File: src/rtl/game_pkg.sv
// Shared game geometry and the fireball state encoding used by the launcher
// and the alien collision checker.
package game_pkg;

  localparam int unsigned COORD_W         = 10;
  localparam int unsigned SCREEN_H        = 640;
  localparam int unsigned SCREEN_V        = 480;
  localparam int unsigned PLAYER_W        = 128;
  localparam int unsigned FIREBALL_W      = 64;
  localparam int unsigned FIREBALL_H      = 64;
  localparam int unsigned ALIEN_W         = 128;
  localparam int unsigned ALIEN_H         = 128;
  localparam int unsigned SPEED           = 4;
  localparam int unsigned COOLDOWN_FRAMES = 8;

  typedef enum logic [1:0] {IDLE, FLYING, COOLDOWN} fireball_state_t;

  // Counter width able to hold n, never narrower than one bit.
  function automatic int unsigned cnt_width(input int unsigned n);
    return (n == 0) ? 1 : $clog2(n + 1);
  endfunction

endpackage

File: src/rtl/rise_edge_detect.sv
// Rising-edge detector; history resets high so a level held through reset
// is not seen as an edge.
module rise_edge_detect (
  input  logic clk,
  input  logic rst_n,
  input  logic d,
  output logic rise_c
);

  logic d_q;

  always_ff @(posedge clk or negedge rst_n) begin
    if (!rst_n) d_q <= 1'b1;
    else        d_q <= d;
  end

  assign rise_c = d & ~d_q;

endmodule

File: src/rtl/fireball_launcher.sv
// Owns the single player fireball: launches on a fire press, climbs SPEED
// pixels per frame, retires on a hit or off the top, then cools down.
module fireball_launcher
  import game_pkg::*;
#(
  parameter int unsigned SCREEN_V        = game_pkg::SCREEN_V,
  parameter int unsigned PLAYER_W        = game_pkg::PLAYER_W,
  parameter int unsigned FIREBALL_W      = game_pkg::FIREBALL_W,
  parameter int unsigned FIREBALL_H      = game_pkg::FIREBALL_H,
  parameter int unsigned SPEED           = game_pkg::SPEED,
  parameter int unsigned COOLDOWN_FRAMES = game_pkg::COOLDOWN_FRAMES
) (
  input  logic               clk,
  input  logic               rst_n,
  input  logic               frame_tick,
  input  logic               fire_btn,
  input  logic [COORD_W-1:0] player_h_coord,
  input  logic [COORD_W-1:0] player_v_coord,
  input  logic               hit,
  output logic [COORD_W-1:0] fireball_h_coord,
  output logic [COORD_W-1:0] fireball_v_coord,
  output logic               fireball_active,
  output logic               shot_fired,
  output logic               kill
);

  localparam int unsigned CNT_W  = cnt_width(COOLDOWN_FRAMES);
  localparam int          H_OFF  = (int'(PLAYER_W) - int'(FIREBALL_W)) / 2;

  localparam logic [COORD_W-1:0] H_OFF_C   = COORD_W'(H_OFF);
  localparam logic [COORD_W-1:0] FB_H_C    = COORD_W'(FIREBALL_H);
  localparam logic [COORD_W-1:0] SPEED_C   = COORD_W'(SPEED);
  localparam logic [COORD_W-1:0] PARK_V_C  = COORD_W'(SCREEN_V);
  localparam logic [CNT_W-1:0]   CD_LOAD_C = CNT_W'(COOLDOWN_FRAMES);
  localparam fireball_state_t    RETIRE_ST = (COOLDOWN_FRAMES == 0) ? IDLE : COOLDOWN;

  fireball_state_t    state;
  logic [CNT_W-1:0]   cd_cnt;
  logic               fire_rise_c;
  logic [COORD_W-1:0] launch_h_c;
  logic [COORD_W-1:0] launch_v_c;

  rise_edge_detect u_fire_edge (
    .clk    (clk),
    .rst_n  (rst_n),
    .d      (fire_btn),
    .rise_c (fire_rise_c)
  );

  // Centre over the player; vertical start clamps at the top instead of wrapping.
  assign launch_h_c = player_h_coord + H_OFF_C;
  assign launch_v_c = (player_v_coord >= FB_H_C) ? (player_v_coord - FB_H_C) : '0;

  always_ff @(posedge clk or negedge rst_n) begin
    if (!rst_n) begin
      state            <= IDLE;
      fireball_h_coord <= '0;
      fireball_v_coord <= PARK_V_C;
      fireball_active  <= 1'b0;
      shot_fired       <= 1'b0;
      kill             <= 1'b0;
      cd_cnt           <= '0;
    end else begin
      shot_fired <= 1'b0;
      kill       <= 1'b0;
      case (state)
        IDLE: begin
          if (fire_rise_c) begin
            state            <= FLYING;
            fireball_active  <= 1'b1;
            shot_fired       <= 1'b1;
            fireball_h_coord <= launch_h_c;
            fireball_v_coord <= launch_v_c;
          end
        end
        FLYING: begin
          // hit outranks the frame step; both retire paths park the coords
          if (hit || (frame_tick && (fireball_v_coord < SPEED_C))) begin
            state            <= RETIRE_ST;
            fireball_active  <= 1'b0;
            kill             <= hit;
            fireball_h_coord <= '0;
            fireball_v_coord <= PARK_V_C;
            cd_cnt           <= CD_LOAD_C;
          end else if (frame_tick) begin
            fireball_v_coord <= fireball_v_coord - SPEED_C;
          end
        end
        COOLDOWN: begin
          if (frame_tick) begin
            cd_cnt <= cd_cnt - CNT_W'(1);
            if (cd_cnt <= CNT_W'(1)) begin
              state  <= IDLE;
              cd_cnt <= '0;
            end
          end
        end
        default: state <= IDLE;
      endcase
    end
  end

endmodule

File: config.mk
export PLATFORM = sky130hd
export DESIGN_NAME = fireball_launcher
export DESIGN_NICKNAME = d
export VERILOG_FILES = /design/src/rtl/game_pkg.sv /design/src/rtl/rise_edge_detect.sv /design/src/rtl/fireball_launcher.sv
export SDC_FILE = /design/constraint.sdc
export NUM_CORES = 1
export LEC_CHECK = 0
export CORE_MARGIN = 3
export CORE_UTILIZATION = 43
export DETAILED_ROUTE_END_ITERATION = 8
export GPL_ROUTABILITY_DRIVEN = 1
export GPL_TIMING_DRIVEN = 0
export PLACE_DENSITY = 0.86
export SLEW_MARGIN = 20
export SYNTH_ARGS = -nofsm -noshare
export SYNTH_HDL_FRONTEND = slang
export SYNTH_HIERARCHICAL = 1
export SYNTH_SLANG_ARGS = --single-unit
File: constraint.sdc
create_clock -name clk -period 1.8 [get_ports clk]
set_clock_uncertainty 0.1 [all_clocks]
set_input_delay 0.27 -clock clk [delete_from_list [all_inputs] [get_ports clk]]
set_output_delay 0.27 -clock clk [all_outputs]
set_load 0.005 [all_outputs]
Word-level counts from Yosys, hierarchy flattened
Cells that the tools add are included.

storage, ports and cells
  bits in writable memories = 0
  memories kept = 0
  word-level logic and storage cells = 57
  memory bits (read-only) = 0
  output and inout bits = 23
  register bits after elaboration = 30
  latch bits = 0

cells by class
  eq/ne operators = 7
  mux-type cells = 24
  $lt $le $gt $ge = 3
  reduce and logical (&&, ||, !) cells = 9
  multiply operators = 0
  divide/modulo/power cells = 0
  bitwise logic cells = 2
  shift operators = 0
  add/subtract/negate cells = 4

operators by type and width
  cell                                                            number
  two-way mux 10 bit                                              6
  case mux 10 bit (2 select lines)                                2
  two-way mux 4 bit                                               3
  adder 10 x 6 -> 10 bit, second input constant                   1
  >= comparator 10 x 7 -> 1 bit, second input constant            1
  less-than comparator 10 x 3 -> 1 bit, second input constant     1
  subtractor 10 x 3 -> 10 bit, second input constant              1
  subtractor 10 x 7 -> 10 bit, second input constant              1
  AND reduction 3 bit                                             3
  two-way mux 2 bit                                               4
  != test 2 bit, second input constant                            4
  case mux 4 bit (2 select lines)                                 1
  two-way mux 1 bit                                               6
  case mux 2 bit (3 select lines)                                 1
  less-or-equal comparator 4 x 1 -> 1 bit, second input constant  1
  AND reduction 4 bit                                             1
  nonzero test 2 bit                                              2
  subtractor 4 x 1 -> 4 bit, second input constant                1
  != test 3 bit, second input constant                            1
  == test 2 x 1 -> 1 bit, second input constant                   1
  == test 2 bit, second input constant                            1
  zero test 2 bit                                                 1
  case mux 1 bit (2 select lines)                                 1
  AND 1 bit                                                       1
  other kinds (3)                                                 3

Longest topological paths before layout
Gate-level depths: netlist of run 1.

  word-level depth = 5
  mapped depth = 7
  mapped depth without buffers = 6

Cells and area by module
The synthesis of run 1 kept the hierarchy.

by module, submodules not included
  module             sequential area each (µm²)  area each (µm²)  instances  cells an instance
  fireball_launcher  730.7                       1667.8           1          156
  rise_edge_detect   26.3                        40.0             1          2

Least setup slack after synthesis of run 1
Ideal clock, no wire load.

  kind = reg2reg
  start point = register fireball_v_coord[2]
  end point = register cd_cnt[0]
  data required time = 1.617 ns
  data arrival time = 1.590 ns
  stages on the path, launching flop included = 7
  library setup time = 0.083 ns
  slack = 0.027 ns
  cell sequence = dfrtp_1 inv_1 ha_1 and4bb_1 a211oi_2 or4_1 o21ai_0

between the ends
  longest elaborated chain between the ends = 5

RTL lines
  what                                  RTL line                 source
  start, declared                       fireball_launcher.sv:21  output logic [COORD_W-1:0] fireball_v_coord,
  start signal, assigned                fireball_launcher.sv:73  fireball_v_coord <= launch_v_c;
  start signal, assigned                fireball_launcher.sv:86  fireball_v_coord <= fireball_v_coord - SPEED_C;
  less-than comparator 10 x 3 -> 1 bit  fireball_launcher.sv:78  if (hit || (frame_tick && (fireball_v_coord < SPEED_C))) begin
  logical AND 1 bit                     fireball_launcher.sv:78
  logical OR 1 bit                      fireball_launcher.sv:78
  != test 2 bit (no line)               n/a
  AND reduction 3 bit (no line)         n/a
  end signal, assigned                  fireball_launcher.sv:91  cd_cnt <= cd_cnt - CNT_W'(1);
  end, declared                         fireball_launcher.sv:38  logic [CNT_W-1:0] cd_cnt;

No other way between the ends.
A chain may end at the register's enable or synchronous reset.

Worst setup path in the final report of run 1
  start point = input port frame_tick
  end point = register cd_cnt[1]

between the ends
  longest elaborated chain between the ends = 4
  elaborated cells between the ends (all ways) = 5
  classes of those cells = eq/ne (2); reduce/logical (3)

RTL lines
  what                             RTL line                 source
  start, declared                  fireball_launcher.sv:15  input logic frame_tick,
  logical AND 1 bit                fireball_launcher.sv:78
  logical OR 1 bit                 fireball_launcher.sv:78
  != test 2 bit (no line)          n/a
  AND reduction 3 bit (no line) *  n/a

Every way passes the cells marked *; elsewhere a longest branch is shown, timed or not.

==> results.toml, run 1 <==
[cts]
clkLatencyLatePin_ns = 0.28
cts.clk_slew.worst_paths_ns = 0.06
clock_sinks = 30
cts_buffers = 5
cts_tree = "done"
cts-root-buf = "clkbuf_8"
clockBufferDepth = 2
cts_max_level = 2

[synth]
yosysTopAreaCell = "dfrtp_1"
syn_area_per_cell_um2 = 10.8
syn_inst = 158
synth_compound_area_share_pct = 24.5
syn_area_mm2 = 0.00171
synth_cell_type_count = 57
ys_seq_elements = 30
netlist_top_cells_count = "25 x dfrtp_1, 11 x inv_1, 10 x nor2_1, 9 x a22o_1, 9 x nor3_1"
synthTopCellsByArea = "dfrtp_1 37%, dfstp_2 7.7%, a22o_1 4.6%"
ys_seq_area_share_pct = 44.3
synthXorXnorAreaFrac_pct = 2.05
ys_warn_count = 6
ys.flop_type = "dfrtp_1"
yosys.cell_count.top_type = "dfrtp_1"
async_flop_share_pct = 100
synth_top_family_by_area = "compound AO/OA/AOI/OAI gates"
yosys.area_share.adder_pct = 4.40
synthMuxAreaShare_pct = 0
synth_edf_count = 0
yosys.area_share.simple_pct = 20.7
synth_nets = 189
synth_top_area_share_pct = 36.6

[worst_setup_path]
r2r-start = "fireball_v_coord[2]$_DFFE_PN0P_"
crit_fanout = 5
ff2ff_setup_slack_ns = -0.04
r2r_cells = 6
worstPathRequired_ns = 1.90
startpoint_type = "input pin"
crit_path_end_kind = "flop"
r2r_end = "cd_cnt[1]$_DFFE_PN0P_"
setup.worst_path.class = "in -> reg"
arrival_ns = 1.96

[floorplanning]
die-area_mm2 = 0.00476
rows = 22
pin_count = 48
core_mm2 = 0.00374
die_w_um = 69.0
initial_core_util_pct = 45.6
die_y_um = 69.0

[sta]
worst_hold_slack_ns = 0.0274
setup_ws_ns = -0.0538
finalSetupViolCount = 3
hold_viol = 0
slew_headroom_pct = 55.2
drv_slew = 0
max_freq_ghz = 0.539
tightest_slew_ns = 0.671
period_minus_slack_ns = 1.85
min_period_over_period_pct = 103
rsz0062_at_grt = "yes"
setup_tns_ns = -0.132

[status]
violations = "negative setup slack"
status = "complete, but fails checks"

[global_routing]
grt_pass1_vias = 1637
antenna_found_initial = 0
overflow = 0
grt.total_usage_pct = 18.9
grt_pass1_wl_um = 7330
grt_max_degree = 31

[power_and_ir_drop]
leakage_nw = 1.13
ir_worst_vdd_mv = 0.724
power.density_mw_per_mm2 = 1570
p_total_mw = 4.12

[final_layout]
area_growth_pct = 53.3
nNetsFinal = 266
instances_no_fill = 284
diodes = 0
drive_above_1_share_pct = 29.7
final_core_util_pct = 70.0
final_area_mm2 = 0.00262

[placed_design]
placedInstanceArea_mm2 = 0.00223
port_buffers = 47
gp_congestion = 0.833
dp_cells = 253
dp_hpwl_um = 3010
dpl_worst_slack_ns = -0.552

[route]
wirelength_um = 4870
num_vias = 1628
drtPass1Iterations = 4
ant_nets = 0
avgViaCountPerCell = 5.73
wl_per_cell_um = 17.1
dr.first_iter.drc_count = 124
remaining_drc_errors = 0

[min_path]
min_path_type = "in -> reg"
min-delay-start = "fire_btn"
hold_depth = 1
whs_endpoint = "u_fire_edge/d_q$_DFF_PN1_"

[flow_run]
drv_cap = 0
## cell type report
| cell class | count | area [um^2] |
|---|---|---|
| Multi-Input combinational cell | 114 | 981 |
| Buffer | 3 | 30.0 |
| Clock buffer | 6 | 82.6 |
| Clock inverter | 2 | 12.5 |
| Inverter | 11 | 41.3 |
| Tap cell | 48 | 60.1 |
| Fill cell | 285 | 1120 |
| Sequential cell | 30 | 762 |
| Timing Repair Buffer | 70 | 649 |
## state kept, by name, indices dropped and copies added, names as in the netlist
register and flops:
u_fire_edge/d_q 1, fireball_h_coord 10, fireball_v_coord 10, cd_cnt 4
kill 1, state 2, fireball_active 1, shot_fired 1
## how the worst max path moves through the flow
stage,start,end,slack [ns],cells after the start
CTS,fire_btn,fireball_v_coord[9]$_DFFE_PN0P_,-0.02,7
global route,fireball_v_coord[3]$_DFFE_PN0P_,cd_cnt[1]$_DFFE_PN0P_,-0.1,6
finish,frame_tick,cd_cnt[1]$_DFFE_PN0P_,-0.05,5
floorplan,fireball_v_coord[2]$_DFFE_PN0P_,cd_cnt[0]$_DFFE_PN0P_,0.03,6
detailed placement,player_v_coord[6],fireball_v_coord[3]$_DFFE_PN0P_,-0.55,7
global placement,player_v_coord[6],fireball_v_coord[2]$_DFFE_PN0P_,-0.52,7
## placed cells by master, fill, tap and decap left out, drive strengths merged, types with 6 or more instances in the layout
cell,Yosys,layout
a21oi,7,7
a22o,9,9
buf,3,26
clkbuf,0,6
clkdlybuf4s50,0,41
dfrtp,25,25
ha,6,6
inv,11,11
nor2,10,10
nor3,9,9
o21ai,6,6
## per-layer routing
| metal | vias to the layer above | routed length, um | global-route usage, % |
|---|---|---|---|
| met3 | 11 | 198 | 4.37 |
| met2 | 60 | 2630 | 33.2 |
| li1 | 756 | - | - |
| met4 | 0 | 90 | 8.03 |
| met5 | - | 0 | 0 |
| met1 | 801 | 1950 | 21.9 |
## worst max-delay path: stages
cell and delay (ns):
clkdlybuf4s50_1 0.62, and4bb_2 0.34, a211oi_4 0.09, or4_1 0.55, o21ai_0 0.09
## where the power goes
group	total (mW)	internal, mW	switching (mW)
Clock	0.569	0.307	0.262
Sequential	1.31	1.02	0.298
Combinational	2.23	1.25	0.983
Total	4.12	2.57	1.54
## cells by family (layout without fill, tap and decap cells)
family | after synthesis | count (layout)
fa+ha+maj | 6 | 6
simple gates | 52 | 52
flops | 30 | 30
compound gates | 52 | 52
buf+inv | 14 | 92
xor+xnor | 4 | 4
## timing repair
action                     4_1_cts  5_1_grt
gates cloned                     0        1
setup buffers                   12        9
gates resized for setup         20       16
hold endpoints to repair        25        0
pin swaps                        4        9
hold buffers                     1        0
setup endpoints to repair       23       22
(Power assumes the default switching activity.)
==> inputs of run 2 (changes only) <==
Settings changed: HOLD_SLACK_MARGIN set to 0.15.
==> results.toml, run 2 (synthesis gave the netlist of run 1 again) <==
[floorplanning]
initial_core_util_pct = 45.6
core_mm2 = 0.00374
rows = 22
pin_count = 48
die_y_um = 69.0
die-area_mm2 = 0.00476
die_w_um = 69.0

[sta]
slew_headroom_pct = 55.0
worst_hold_slack_ns = 0.315
finalSetupViolCount = 3
drv_slew = 0
setup_ws_ns = -0.0446
period_minus_slack_ns = 1.84
tightest_slew_ns = 0.675
hold_viol = 0
min_period_over_period_pct = 102
rsz0062_at_grt = "yes"
max_freq_ghz = 0.542

[final_layout]
instances_no_fill = 285
drive_above_1_share_pct = 29.5
nFillCells = 285
nNetsFinal = 267
reg_top3 = "fireball_h_coord x10, fireball_v_coord x10, cd_cnt x4"
area_growth_pct = 53.9
final_core_util_pct = 70.2
diodes = 0
mostFrequentLayoutCells = "41 x clkdlybuf4s50_1, 22 x buf_4, 21 x dfrtp_1, 9 x nor2_1, 9 x a22o_1"
final_common_cell = "clkdlybuf4s50_1"

[placed_design]
gp_congestion = 0.833
port_buffers = 47
dpl_worst_slack_ns = -0.552
dp_cells = 253
dp_hpwl_um = 3010

[global_routing]
grt_pass1_wl_um = 7330
overflow = 0
grt_max_degree = 31
antenna_found_initial = 0
grt_pass1_vias = 1637
grt.total_usage_pct = 18.9

[worst_setup_path]
worstPathRequired_ns = 1.90
r2r_end = "cd_cnt[0]$_DFFE_PN0P_"
r2r-start = "fireball_v_coord[2]$_DFFE_PN0P_"
ff2ff_setup_slack_ns = -0.03
crit_path_end_kind = "flop"
r2r_cells = 6
setup.worst_path.class = "in -> reg"
crit_fanout = 5
arrival_ns = 1.95
crit_path_end = "cd_cnt[0]$_DFFE_PN0P_"
crit_start = "frame_tick"
startpoint_type = "input pin"

[route]
dr.first_iter.drc_count = 108
avgViaCountPerCell = 5.70
wirelength_um = 4880
wl_per_cell_um = 17.1
remaining_drc_errors = 0
num_vias = 1624
ant_nets = 0
drtPass1Iterations = 4

[status]
status = "complete, but fails checks"
violations = "negative setup slack"

[power_and_ir_drop]
ir_worst_vdd_mv = 0.724
leakage_nw = 1.13
power.density_mw_per_mm2 = 1570

[cts]
cts_buffers = 5
cts_max_level = 2
clkLatencyLatePin_ns = 0.28
clock_sinks = 30
cts_tree = "done"
cts-root-buf = "clkbuf_8"
clockBufferDepth = 2
cts.clk_slew.worst_paths_ns = 0.06

[min_path]
min_path_type = "in -> reg"

[flow_run]
drv_cap = 0
-- run 2: cell types whose count changed in the layout (fill, tap and decap cells not counted), sizes merged --
cell         previous run  this run
dlygate4sd3             1         2
-- run 2: timing repair --
item | CTS | global route
hold buffers | 1 | 1
setup endpoints to repair | 23 | 22
endpoints found under the hold margin | 25 | 1
pin swaps | 4 | 9
resized for setup | 20 | 16
buffers inserted | 12 | 9
cloned | 0 | 1
-- run 2: stage by stage --
stage / TNS, ns / area, um^2 / power, mW
2_1_floorplan: 0 / 1710 / 2.30
5_1_grt: -0.388 / 2630 / 4.36
6_report: -0.115 / 2630 / 4.12
4_1_cts: -0.0349 / 2480 / 3.81
3_3_place_gp: -12.08 / 2240 / 3.06
3_5_place_dp: -8.24 / 2230 / 3.12
-- run 2: layout make-up --
type / count / area [um^2] / share of cell area, %
multi-input cells: 114 / 981 / 37.3
flip-flops and latches: 30 / 762 / 29.0
repair buffers: 71 / 659 / 25.1
clock buffers: 6 / 82.6 / 3.14
well taps: 48 / 60.1 / 2.28
inverters: 11 / 41.3 / 1.57
plain buffers: 3 / 30.0 / 1.14
clock inverters: 2 / 12.5 / 0.476
-- run 2: critical path, stage by stage --
cell             delay, ns
clkdlybuf4s50_1       0.62
and4bb_2              0.34
a211oi_4              0.09
or4_1                 0.52
o21ai_1               0.11
-- run 2: how the worst min path moves through the flow --
stage | from | endpoint | slack (ns) | depth (start not counted)
floorplan | rst_n | cd_cnt[0]$_DFFE_PN0P_ | -0.13 | 0
global placement | fireball_active$_DFFE_PN0P_ | fireball_active$_DFFE_PN0P_ | 0.36 | 1
detailed placement | rst_n | fireball_v_coord[9]$_DFFE_PN0P_ | 0.25 | 1
CTS | fire_btn | u_fire_edge/d_q$_DFF_PN1_ | 0.32 | 1
global route | hit | kill$_DFF_PN0_ | 0.36 | 3
finish | hit | kill$_DFF_PN0_ | 0.31 | 3
-- run 2: where the power goes --
group          leakage (nW)  switching, mW  total [mW]  internal, mW
clock network        0.0472          0.261       0.568         0.307
registers             0.365          0.300        1.32          1.02
logic                 0.722          0.984        2.24          1.25
total                  1.13           1.54        4.12          2.58
-- run 2: layer usage --
metal | vias up | global-route usage [%] | routed length (um)
li1 | 757 | - | -
met1 | 793 | 21.9 | 1950
met2 | 63 | 33.2 | 2610
met3 | 11 | 4.37 | 226
met4 | 0 | 8.03 | 89
met5 | - | 0 | 0
==> inputs of run 3 (changes only) <==
Settings changed: CORE_UTILIZATION 43 to 25, PLACE_DENSITY 0.86 to 0.59.
==> results.toml, run 3 (synthesis gave the netlist of run 1 again) <==
[status]
status = "completed"

[sta]
setup_tns_ns = 0
rsz0062_at_grt = "yes"
period_minus_slack_ns = 1.78
drv_slew = 0
hold_viol = 0
finalSetupViolCount = 0
min_period_over_period_pct = 99.1
tightest_slew_ns = 0.716
slew_headroom_pct = 52.3
max_freq_ghz = 0.560

[route]
remaining_drc_errors = 0
drtPass1Iterations = 4
avgViaCountPerCell = 4.89
dr.first_iter.drc_count = 58
ant_nets = 0
wl_per_cell_um = 14.9
wirelength_um = 4570
num_vias = 1500

[global_routing]
grt_pass1_vias = 1549
overflow = 0
antenna_found_initial = 0
grt_max_degree = 31
grt.total_usage_pct = 12.4
grt_pass1_wl_um = 7560

[power_and_ir_drop]
p_total_mw = 4.05
power.density_mw_per_mm2 = 1560
leakage_nw = 1.09
ir_worst_vdd_mv = 0.482

[worst_setup_path]
arrival_ns = 1.90
crit_fanout = 5
crit_path_end_kind = "flop"
startpoint_type = "flop"
setup.worst_path.class = "reg -> reg"
worstPathRequired_ns = 1.91

[final_layout]
final_common_cell = "clkdlybuf4s50_1"
final_area_mm2 = 0.00260
area_growth_pct = 52.1
reg_top3 = "fireball_h_coord x10, fireball_v_coord x10, cd_cnt x4"
drive_above_1_share_pct = 27.0
nNetsFinal = 260
instances_no_fill = 307
final_core_util_pct = 40.0
nFillCells = 641
mostFrequentLayoutCells = "40 x clkdlybuf4s50_1, 22 x dfrtp_1, 14 x buf_4, 9 x nor2_1, 9 x a22o_1"
diodes = 0

[cts]
cts_tree = "done"
clock_sinks = 30
cts-root-buf = "clkbuf_8"
cts_max_level = 2
cts.clk_slew.worst_paths_ns = 0.07
cts_buffers = 5
clkLatencyLatePin_ns = 0.28
clockBufferDepth = 2

[placed_design]
dp_hpwl_um = 3250
dp_cells = 282
placedInstanceArea_mm2 = 0.00227
gp_congestion = 0.775
port_buffers = 47

[floorplanning]
initial_core_util_pct = 26.3
core_mm2 = 0.00649
die_w_um = 88.7
rows = 29
pin_count = 48
die-area_mm2 = 0.00786
die_y_um = 88.7

[flow_run]
drv_cap = 0

[min_path]
min_path_type = "in -> reg"
## run 3: what timing repair did
action,4_1_cts,5_1_grt
endpoints found under the setup margin,25,24
hold endpoints to repair,25,1
resized for setup,25,11
hold buffers,1,1
pin swaps,6,3
buffers inserted,9,6
## run 3: path summary, 6_finish.rpt
kind	from	to	slack (ns)	cells after the start
min in group asynchronous	rst_n	cd_cnt[0]$_DFFE_PN0P_	0.48	2
min reg2reg	fireball_active$_DFFE_PN0P_	fireball_active$_DFFE_PN0P_	0.39	1
max	fireball_v_coord[2]$_DFFE_PN0P_	cd_cnt[0]$_DFFE_PN0P_	0.02	6
max reg2reg	fireball_v_coord[2]$_DFFE_PN0P_	cd_cnt[0]$_DFFE_PN0P_	0.02	6
max in group asynchronous	rst_n	fireball_v_coord[4]$_DFFE_PN0P_	0.61	2
min	frame_tick	state[1]$_DFFE_PN0P_	0.31	4
## run 3: metal layers
metal	wire, um	GRT usage [%]	vias to the layer above	part of all wire [%]
met5	0	0	-	0
met4	31	3.57	0	0.68
met3	180	3.45	5	3.9
met2	2110	19.9	29	46
met1	2240	16.4	720	49
li1	-	-	746	-
## run 3: power by group
part           internal (mW)  switching [mW]  total (mW)
Sequential              1.01           0.275        1.29
Clock                  0.308           0.264       0.572
Combinational           1.25           0.943        2.19
Total                   2.57            1.48        4.05
## run 3: through the flow
stage	setup slack (ns)	hold slack (ns)
final	0.0154	0.306
after global routing	-0.0553	0.337
after CTS	-0.0120	0.327
after detailed placement	-0.534	0.271
after global placement	-0.539	0.368
after floorplan	0.0271	-0.126
## run 3: layout make-up
cell class | count | area (um^2) | area share, %
flip-flops and latches | 30 | 761 | 29.3
well taps | 77 | 96.3 | 3.71
clock inverters | 1 | 5.00 | 0.193
repair buffers | 64 | 606 | 23.3
clock buffers | 7 | 86.3 | 3.32
plain buffers | 3 | 30.0 | 1.16
multi-input cells | 114 | 972 | 37.4
inverters | 11 | 41.3 | 1.59
## run 3: critical path, stage by stage, from the launching register on
cell and delay, ns:
dfrtp_2 0.41, inv_2 0.07, ha_4 0.14, and4bb_2 0.30
a211oi_4 0.09, or4_1 0.53, o21ai_1 0.08
